File: src/rtl/instrumented_adder_pkg.sv
// Shared types and constants for the instrumented adder sequencer.
package instrumented_adder_pkg;

   localparam int OPERAND_W = 32;

   // Sequencer phases: operands loaded, ring loop enabled, synchroniser
   // drained, results captured, completion pulse.
   typedef enum logic [2:0] {
      ST_IDLE    = 3'd0,
      ST_LOAD    = 3'd1,
      ST_RUN     = 3'd2,
      ST_DRAIN   = 3'd3,
      ST_CAPTURE = 3'd4,
      ST_DONE    = 3'd5
   } state_e;

endpackage

File: src/rtl/instrumented_adder_sequencer_edge_sync.sv
// Multi-flop synchroniser for the asynchronous ring-loop output, followed by
// a rising-edge detector on the synchronised level.
module edge_sync
   import instrumented_adder_pkg::*;
#(
   parameter int SYNC_STAGES = 2
) (
   input  logic clk,
   input  logic rst,
   input  logic async_i,
   output logic rise_o
);

   logic [SYNC_STAGES-1:0] sync_q, sync_d;
   logic                   prev_q, prev_d;

   // Shift the async level into the chain; remember the last synchronised level.
   always_comb begin
      sync_d = {sync_q[SYNC_STAGES-2:0], async_i};
      prev_d = sync_q[SYNC_STAGES-1];
   end

   // Synchroniser and edge-detect registers.
   always_ff @(posedge clk) begin
      if (rst) begin
         sync_q <= '0;
         prev_q <= 1'b0;
      end else begin
         sync_q <= sync_d;
         prev_q <= prev_d;
      end
   end

   assign rise_o = sync_q[SYNC_STAGES-1] & ~prev_q;

endmodule

File: src/rtl/instrumented_adder_sequencer.sv
// Sequencer that drives an external adder ring, counts synchronised ring
// edges over a programmable window and captures the sum and edge count.
module instrumented_adder_sequencer
   import instrumented_adder_pkg::*;
#(
   parameter int SYNC_STAGES = 2,
   parameter int CNT_W       = 32
) (
   input  logic                 wb_clk_i,
   input  logic                 wb_rst_i,
   input  logic                 active,
   input  logic                 start,
   input  logic [OPERAND_W-1:0] cfg_a,
   input  logic [OPERAND_W-1:0] cfg_b,
   input  logic [15:0]          window,
   output logic [OPERAND_W-1:0] a_input,
   output logic [OPERAND_W-1:0] b_input,
   output logic                 run_en,
   input  logic                 chain_out,
   input  logic [OPERAND_W-1:0] s_output,
   output logic                 busy,
   output logic                 done,
   output logic [OPERAND_W-1:0] sum_q,
   output logic [CNT_W-1:0]     count_q
);

   localparam logic [15:0]      DRAIN_LAST = 16'(SYNC_STAGES - 1);
   localparam logic [CNT_W-1:0] CNT_MAX    = {CNT_W{1'b1}};

   state_e                 state_q, state_d;
   logic [15:0]            run_cnt_q, run_cnt_d;
   logic [15:0]            win_q, win_d;
   logic [CNT_W-1:0]       edge_cnt_q, edge_cnt_d;
   logic [OPERAND_W-1:0]   a_q, a_d;
   logic [OPERAND_W-1:0]   b_q, b_d;
   logic [OPERAND_W-1:0]   sum_d;
   logic [CNT_W-1:0]       count_d;
   logic                   rise;

   edge_sync #(
      .SYNC_STAGES (SYNC_STAGES)
   ) u_edge_sync (
      .clk     (wb_clk_i),
      .rst     (wb_rst_i),
      .async_i (chain_out),
      .rise_o  (rise)
   );

   // Next-state, operand/counter updates and capture; abort overrides all.
   always_comb begin
      state_d    = state_q;
      run_cnt_d  = run_cnt_q;
      win_d      = win_q;
      edge_cnt_d = edge_cnt_q;
      a_d        = a_q;
      b_d        = b_q;
      sum_d      = sum_q;
      count_d    = count_q;

      case (state_q)
         ST_IDLE: begin
            if (start && active) state_d = ST_LOAD;
         end
         ST_LOAD: begin
            a_d        = cfg_a;
            b_d        = cfg_b;
            win_d      = window;
            edge_cnt_d = '0;
            run_cnt_d  = '0;
            state_d    = (window == 16'd0) ? ST_DRAIN : ST_RUN;
         end
         ST_RUN: begin
            if (run_cnt_q == 16'(win_q - 16'd1)) begin
               run_cnt_d = '0;
               state_d   = ST_DRAIN;
            end else begin
               run_cnt_d = 16'(run_cnt_q + 16'd1);
            end
         end
         ST_DRAIN: begin
            if (run_cnt_q == DRAIN_LAST) begin
               state_d = ST_CAPTURE;
            end else begin
               run_cnt_d = 16'(run_cnt_q + 16'd1);
            end
         end
         ST_CAPTURE: begin
            sum_d   = s_output;
            count_d = edge_cnt_q;
            state_d = ST_DONE;
         end
         ST_DONE: begin
            state_d = ST_IDLE;
         end
         default: begin
            state_d = ST_IDLE;
         end
      endcase

      // Edges still in flight after RUN are picked up during DRAIN.
      if ((state_q == ST_RUN || state_q == ST_DRAIN) && rise && (edge_cnt_q != CNT_MAX))
         edge_cnt_d = edge_cnt_q + 1'b1;

      // Deselecting the project abandons the run without touching results.
      if (!active && state_q != ST_IDLE) begin
         state_d = ST_IDLE;
         sum_d   = sum_q;
         count_d = count_q;
      end
   end

   // State, counters, operands and captured results.
   always_ff @(posedge wb_clk_i) begin
      if (wb_rst_i) begin
         state_q    <= ST_IDLE;
         run_cnt_q  <= '0;
         win_q      <= '0;
         edge_cnt_q <= '0;
         a_q        <= '0;
         b_q        <= '0;
         sum_q      <= '0;
         count_q    <= '0;
      end else begin
         state_q    <= state_d;
         run_cnt_q  <= run_cnt_d;
         win_q      <= win_d;
         edge_cnt_q <= edge_cnt_d;
         a_q        <= a_d;
         b_q        <= b_d;
         sum_q      <= sum_d;
         count_q    <= count_d;
      end
   end

   assign a_input = a_q;
   assign b_input = b_q;
   assign run_en  = (state_q == ST_RUN);
   assign busy    = (state_q != ST_IDLE);
   assign done    = (state_q == ST_DONE);

endmodule

File: config.mk
export PLATFORM = sky130hd
export DESIGN_NAME = instrumented_adder_sequencer
export DESIGN_NICKNAME = d
export VERILOG_FILES = /design/src/rtl/instrumented_adder_pkg.sv /design/src/rtl/instrumented_adder_sequencer_edge_sync.sv /design/src/rtl/instrumented_adder_sequencer.sv
export SDC_FILE = /design/constraint.sdc
export NUM_CORES = 1
export LEC_CHECK = 0
export ABC_AREA = 1
export ABC_CLOCK_PERIOD_IN_PS = 2700
export BUFFER_PORTS_ARGS = -buffer_cell sky130_fd_sc_hd__buf_2
export CAP_MARGIN = 5
export CORE_MARGIN = 3
export CORE_UTILIZATION = 29
export DETAILED_ROUTE_END_ITERATION = 8
export PLACE_DENSITY = 0.48
export SYNTH_ARGS = -nofsm -noshare
export SYNTH_HDL_FRONTEND = slang
export SYNTH_HIERARCHICAL = 1
export SYNTH_SLANG_ARGS = --single-unit
File: constraint.sdc
create_clock -name wb_clk_i -period 2.7 [get_ports wb_clk_i]
set_clock_uncertainty 0.15 [all_clocks]
set_input_delay 0.135 -clock wb_clk_i [delete_from_list [all_inputs] [get_ports wb_clk_i]]
set_output_delay 0.135 -clock wb_clk_i [all_outputs]
set_load 0.05 [all_outputs]
# Word-level counts from Yosys, hierarchy flattened
# Cells that the tools add are included.
# Widths: inputs -> output; s select.
dict set report totals {
  register_bits 198
  in_bits 117
}
dict set report op_classes {
  n_addsub 3
  n_eq_ne 12
  muxes 10
  bitwise 3
  n_reduce_logical 15
}
# operator n
set ops {}
lappend ops {{$mux 32} 2}
lappend ops {{$pmux 16 s3} 1}
lappend ops {{$add 32x1->32 const B} 1}
lappend ops {{$mux 16} 2}
lappend ops {{$ne 32x32->1 const B} 1}
lappend ops {{$add 16x1->16 const B} 1}
lappend ops {{$eq 16x1->1 const B} 1}
lappend ops {{$eq 16x16->1} 1}
lappend ops {{$logic_not 16->1} 1}
lappend ops {{$sub 16x1->16 const B} 1}
lappend ops {{$pmux 3 s5} 1}
lappend ops {{$mux 3} 3}
lappend ops {{$eq 3x2->1 const B} 2}
lappend ops {{$eq 3x3->1 const B} 2}
lappend ops {{$ne 2x2->1 const B} 3}
lappend ops {{$reduce_bool 3->1} 2}
lappend ops {{$logic_and 1x1->1} 4}
lappend ops {{$reduce_and 2->1} 2}
lappend ops {{$eq 3x1->1 const B} 1}
lappend ops {{$logic_not 3->1} 1}
lappend ops {{$reduce_and 3->1} 1}
lappend ops {{$ne 2x1->1 const B} 1}
lappend ops {{$not 1->1} 2}
lappend ops {{$reduce_bool 2->1} 1}
lappend ops {{5 further kinds} 5}

# Longest topological paths before layout
dict set report logic_depth {
  word_depth 5
  depth_mapped 17
  depth_no_buf 16
}

# Modules after synthesis
# Netlist, hierarchy kept.
# module n_inst cells_per_inst area_each_um2 seq_area_each_um2
set by_module_without_submodules {}
lappend by_module_without_submodules {instrumented_adder_sequencer 1 1306 9243.9 3903.7}
lappend by_module_without_submodules {edge_sync 1 10 86.3 60.1}

# Worst setup path before layout
# Ideal clock, no wire load.
dict set report synth_path {
  path_kind {register -> register}
  from {reg win_q[0]}
  to {reg run_cnt_q[13]}
  arrival_ns 1.795
  t_required_ns 2.441
  slack_ns 0.646
  path_stages_with_launch 17
  n_path_buf 1
  period_less_slack_ns 2.054
  cell_sequence {dfxtp_1 -> inv_1 -> ha_1 -> nand2_2 -> nor2_4 -> nand2_1 -> nand2_1 -> nand2_1 -> nor2_1 -> nand2_1 -> nor2_2 -> nand2_2 -> buf_6 -> nand3_1 -> nand3_1 -> nand2_1 -> inv_1}
}
dict set report synth_between {
  elab_chain_len 4
}
# item line_no
set synth_rtl {}
lappend synth_rtl {{start: declaration} instrumented_adder_sequencer.sv:32} ;# logic [15:0] win_q, win_d;
lappend synth_rtl {{start signal: assignment} instrumented_adder_sequencer.sv:126} ;# win_q <= win_d;
lappend synth_rtl {{$sub 16x1->16} instrumented_adder_sequencer.sv:73} ;# if (run_cnt_q == 16'(win_q - 16'd1)) begin
lappend synth_rtl {{$eq 16x16->1} instrumented_adder_sequencer.sv:73}
lappend synth_rtl {{$mux 16} instrumented_adder_sequencer.sv:73}
lappend synth_rtl {{$pmux 16 s3} instrumented_adder_sequencer.sv:60} ;# case (state_q)
lappend synth_rtl {{end signal: assignment} instrumented_adder_sequencer.sv:125} ;# run_cnt_q <= run_cnt_d;
lappend synth_rtl {{end: declaration} instrumented_adder_sequencer.sv:31} ;# logic [15:0] run_cnt_q, run_cnt_d;
# No other way between the ends.
# A chain may end at the register's enable or synchronous reset.

# Worst setup path in the final report
dict set report layout_path {
  from {reg win_q[0]}
  to {reg run_cnt_q[2]}
}
# The elaborated chain is that of the path after synthesis.

==> flow_metrics.env <==
export IMPL_outcome="finished, final reports clean"
export IMPL_hold_buffers=124
export IMPL_tightest_slew_ns=0.9397
export IMPL_crit_start="win_q[0]"
export IMPL_layout_min_cycle_time_ns=2.315
export IMPL_clock_latency_ns=0.44
export IMPL_antenna_cells=0
export IMPL_cts_resized=0
export IMPL_async_reset_ff_frac=0
export IMPL_drtIter0Drc=445
export IMPL_num_rows=65
export IMPL_ys_warn_count=6
export IMPL_min_path_type="in -> reg"
export IMPL_final_util=0.4029
export IMPL_cts_buffer_depth=2
export IMPL_seq_area_frac_synth=0.4248
export IMPL_synth_top_cell_area_share=0.4248
export IMPL_cp_arrival_ns=2.47
export IMPL_syn_area_mm2=0.009330
export IMPL_finalNonFillerCells=2063
export IMPL_place_inst=1907
export IMPL_core_area_mm2=0.03164
export IMPL_setup_tns_ns=0
export IMPL_p_switching_mw=4.445
export IMPL_synth_edf_count=0
export IMPL_drive_gt1_frac=0.2222
export IMPL_drc=0
export IMPL_ys_ff_latch=198
export IMPL_switching_share=0.4291
export IMPL_cts_sinks=198
export IMPL_crit_type="reg -> reg"
export IMPL_dpl_hpwl_mm=19.58
export IMPL_maxUsedRoutingLayer="met4"
export IMPL_crit_family="simple AND/OR/NAND/NOR gates"
export IMPL_drt_met1_wl_mm=13.66
export IMPL_ff2ff_path_depth=15
export IMPL_syn_area_per_cell_um2=7.090
export IMPL_holdWs_ns=0.05934
export IMPL_clk_pin_slew_ns=0.07
export IMPL_fmax_mhz=432.0
export IMPL_cap_violations=0
export IMPL_io_pins=248
export IMPL_path_cells="inv_1 > ha_1 > nand2_2 > nor2_4 > nand2_1 > nand2_1 > nand2_1 > nor2_1 > nand2_1 > nor2_2 > nand2_2 > nand2_1 > nand2_1 > nand2_1 > a21oi_1"
export IMPL_vias=9541
export IMPL_gr_total_overflow=0
export IMPL_grt_usage=0.1694
export IMPL_finalMaxSlewViolations=0
export IMPL_p_comb_frac=0.394
export IMPL_antenna_found_initial=0
export IMPL_area_growth_pct=36.62
export IMPL_port_buffers=247
export IMPL_synthCells=1316
export IMPL_slew_headroom=0.3735
export IMPL_wl_met3_mm=1.690
export IMPL_ys_top_cells_by_area="dfxtp_1 42%, nand2_1 10%, nor2_1 8.3%, nand3_1 7.0%, o21ai_0 5.0%"
export IMPL_start_kind="flip-flop"
export IMPL_synthDistinctLibCells=43
export IMPL_max_stage_delay_ns=0.32
export IMPL_grt_pass1_wl_mm=47.55
export IMPL_reg2reg_slack_ns=0.39
export IMPL_start_util=0.2949
export IMPL_drtPass1Iterations=5
export IMPL_setup_viol=0
export IMPL_reg2reg_to="run_cnt_q[2]"
export IMPL_htreeDepth=4
export IMPL_syn_nets=1437
export IMPL_cts_tree="yes"
export IMPL_p_leak_nw=5.627
export IMPL_crit_fanout=6
export IMPL_gp_congestion=0.8513
export IMPL_first_global_vias=9251
export IMPL_ir_worst_vdd_mv=0.9096
export IMPL_post_route_period_util=0.8574
export IMPL_crit_path_end="run_cnt_q[2]"
export IMPL_cts_buffers=17
export IMPL_yosysTopAreaCell="dfxtp_1"
export IMPL_drt_antenna_violating_nets=0
export IMPL_fp_dieH_um=185.4
export IMPL_synthFlopType="dfxtp_1"
export IMPL_dieArea_mm2=0.03436
export IMPL_cts_root_buf="clkbuf_16"
export IMPL_hold_violations=0
export IMPL_critPathCaptureType="flip-flop"
export IMPL_post_cts_buffers=0
export IMPL_grt_max_degree=90
export IMPL_wl_mm=29.48
export IMPL_drt_wirelength_per_cell_um=14.29
export IMPL_power_mw=10.36
export IMPL_wl_met2_mm=13.76
export IMPL_p_per_area_mw_per_mm2=812.6
export IMPL_internal_power_mw=5.914
export IMPL_clock_power_share=0.258
export IMPL_cp_num_cells=15
export IMPL_worst_path_buf_inv=1
export IMPL_required_ns=2.85
export IMPL_viasPerCell=4.625
export IMPL_fin_nets=1769
export IMPL_crit_slowest_cell="dfxtp_1"
export IMPL_path_common_cell="nand2_1"
export IMPL_rsz0062_at_grt="false"
export IMPL_n_fill_cell=3254
export IMPL_p_seq_frac=0.348
export IMPL_die_x_um=185.4
export IMPL_r2r_start="win_q[0]"
## how the worst min path moves through the flow
stage | start | end | slack, ns | depth (start not counted)
2_1_floorplan | wb_rst_i | u_edge_sync/sync_q[0] | 0.06 | 1
3_3_place_gp | cfg_b[29] | b_input[29] | 0.21 | 3
3_5_place_dp | chain_out | u_edge_sync/sync_q[0] | 0.20 | 3
4_1_cts | wb_rst_i | run_cnt_q[3] | 0.04 | 4
5_1_grt | wb_rst_i | run_cnt_q[5] | 0.08 | 4
6_report | wb_rst_i | run_cnt_q[6] | 0.06 | 4
## cells in the mapped netlist (10+ instances only)
cell type  number
a21oi_1        92
a21oi_2        16
clkbuf_1       61
dfxtp_1       198
inv_1          88
nand2_1       250
nand3_1       130
nand3b_1       12
nand4_1        24
nor2_1        207
nor3_1         20
nor4_1         10
o21ai_0        93
xnor2_1        12
xor2_1         21
## layer usage
| metal | up-vias | GRT usage |
|---|---|---|
| li1 | 4952 | - |
| met1 | 4330 | 0.2229 |
| met2 | 236 | 0.2778 |
| met3 | 23 | 0.04379 |
| met4 | 0 | 0.04262 |
| met5 | - | 0 |
## worst min-delay path, delay by kind of cell
kind                   cells  cell delay, ns
and+or+nand+nor            1            0.15
buffers and inverters      3            0.32
## final cells by class
class | count | area (um2) | area share
Clock buffer | 21 | 470.5 | 0.03691
Clock inverter | 11 | 137.6 | 0.01080
Inverter | 97 | 371.6 | 0.02915
Multi-Input combinational cell | 946 | 4656 | 0.3652
Sequential cell | 198 | 3964 | 0.3110
Tap cell | 402 | 503.0 | 0.03946
Timing Repair Buffer | 388 | 2645 | 0.2075
## kinds of logic after synthesis
kind of cell / after synthesis / synth area share
xor gates and xnor gates: 33 / 0.03098
adders and majority gates: 4 / 0.005364
DFF: 198 / 0.4248
buffers and inverters: 172 / 0.07778
and+or+nand+nor: 701 / 0.3417
AOI/OAI and AO/OA: 208 / 0.1194
## placed cells by master (no fill, tap or decap), types with 4 or more instances in the layout
cell type and instances:
nor3_2 4, or2_2 8, nand3_2 8, buf_2 246
xnor2_1 12, buf_4 15, dfxtp_1 198, nand3_1 130
nand2_2 9, a21oi_1 92, nor2_4 6, nor2_2 6
xor2_1 21, nand4_1 24, clkbuf_16 17, inv_1 87
dlygate4sd3_1 124, nor3_1 19, nor2_1 206, nand2_1 249
ha_1 4, nor4_1 10, inv_2 8, o21ai_0 93
a21oi_2 16, nand3b_1 12
## registers in the layout, summed over array words and instances, names as in the netlist, 2 cells and up
| name | count |
|---|---|
| run_cnt_q | 16 |
| b_input | 32 |
| count_q | 32 |
| u_edge_sync/sync_q | 2 |
| win_q | 16 |
| edge_cnt_q | 32 |
| a_input | 32 |
| state_q | 3 |
| sum_q | 32 |
## stage by stage
| step | worst slack [ns] | instance area [um2] |
|---|---|---|
| after floorplan | 0.6457 | 9330 |
| after global placement | 0.3895 | 10900 |
| after detailed placement | 0.3665 | 10900 |
| final | 0.3850 | 12750 |
| after CTS | 0.3546 | 12750 |
| after global routing | 0.09645 | 12750 |
## power by group through the flow
| stage | Clock, mW | Combinational (mW) | Sequential [mW] |
|---|---|---|---|
| after detailed placement | 0 | 3.98 | 3.65 |
| after global placement | 0 | 3.99 | 3.65 |
| final | 2.67 | 4.08 | 3.60 |
| after global routing | 2.88 | 4.51 | 3.66 |
| after CTS | 2.78 | 4.12 | 3.60 |
| after floorplan | 0 | 1.95 | 4.75 |
Power figures use the tool's default switching activity.
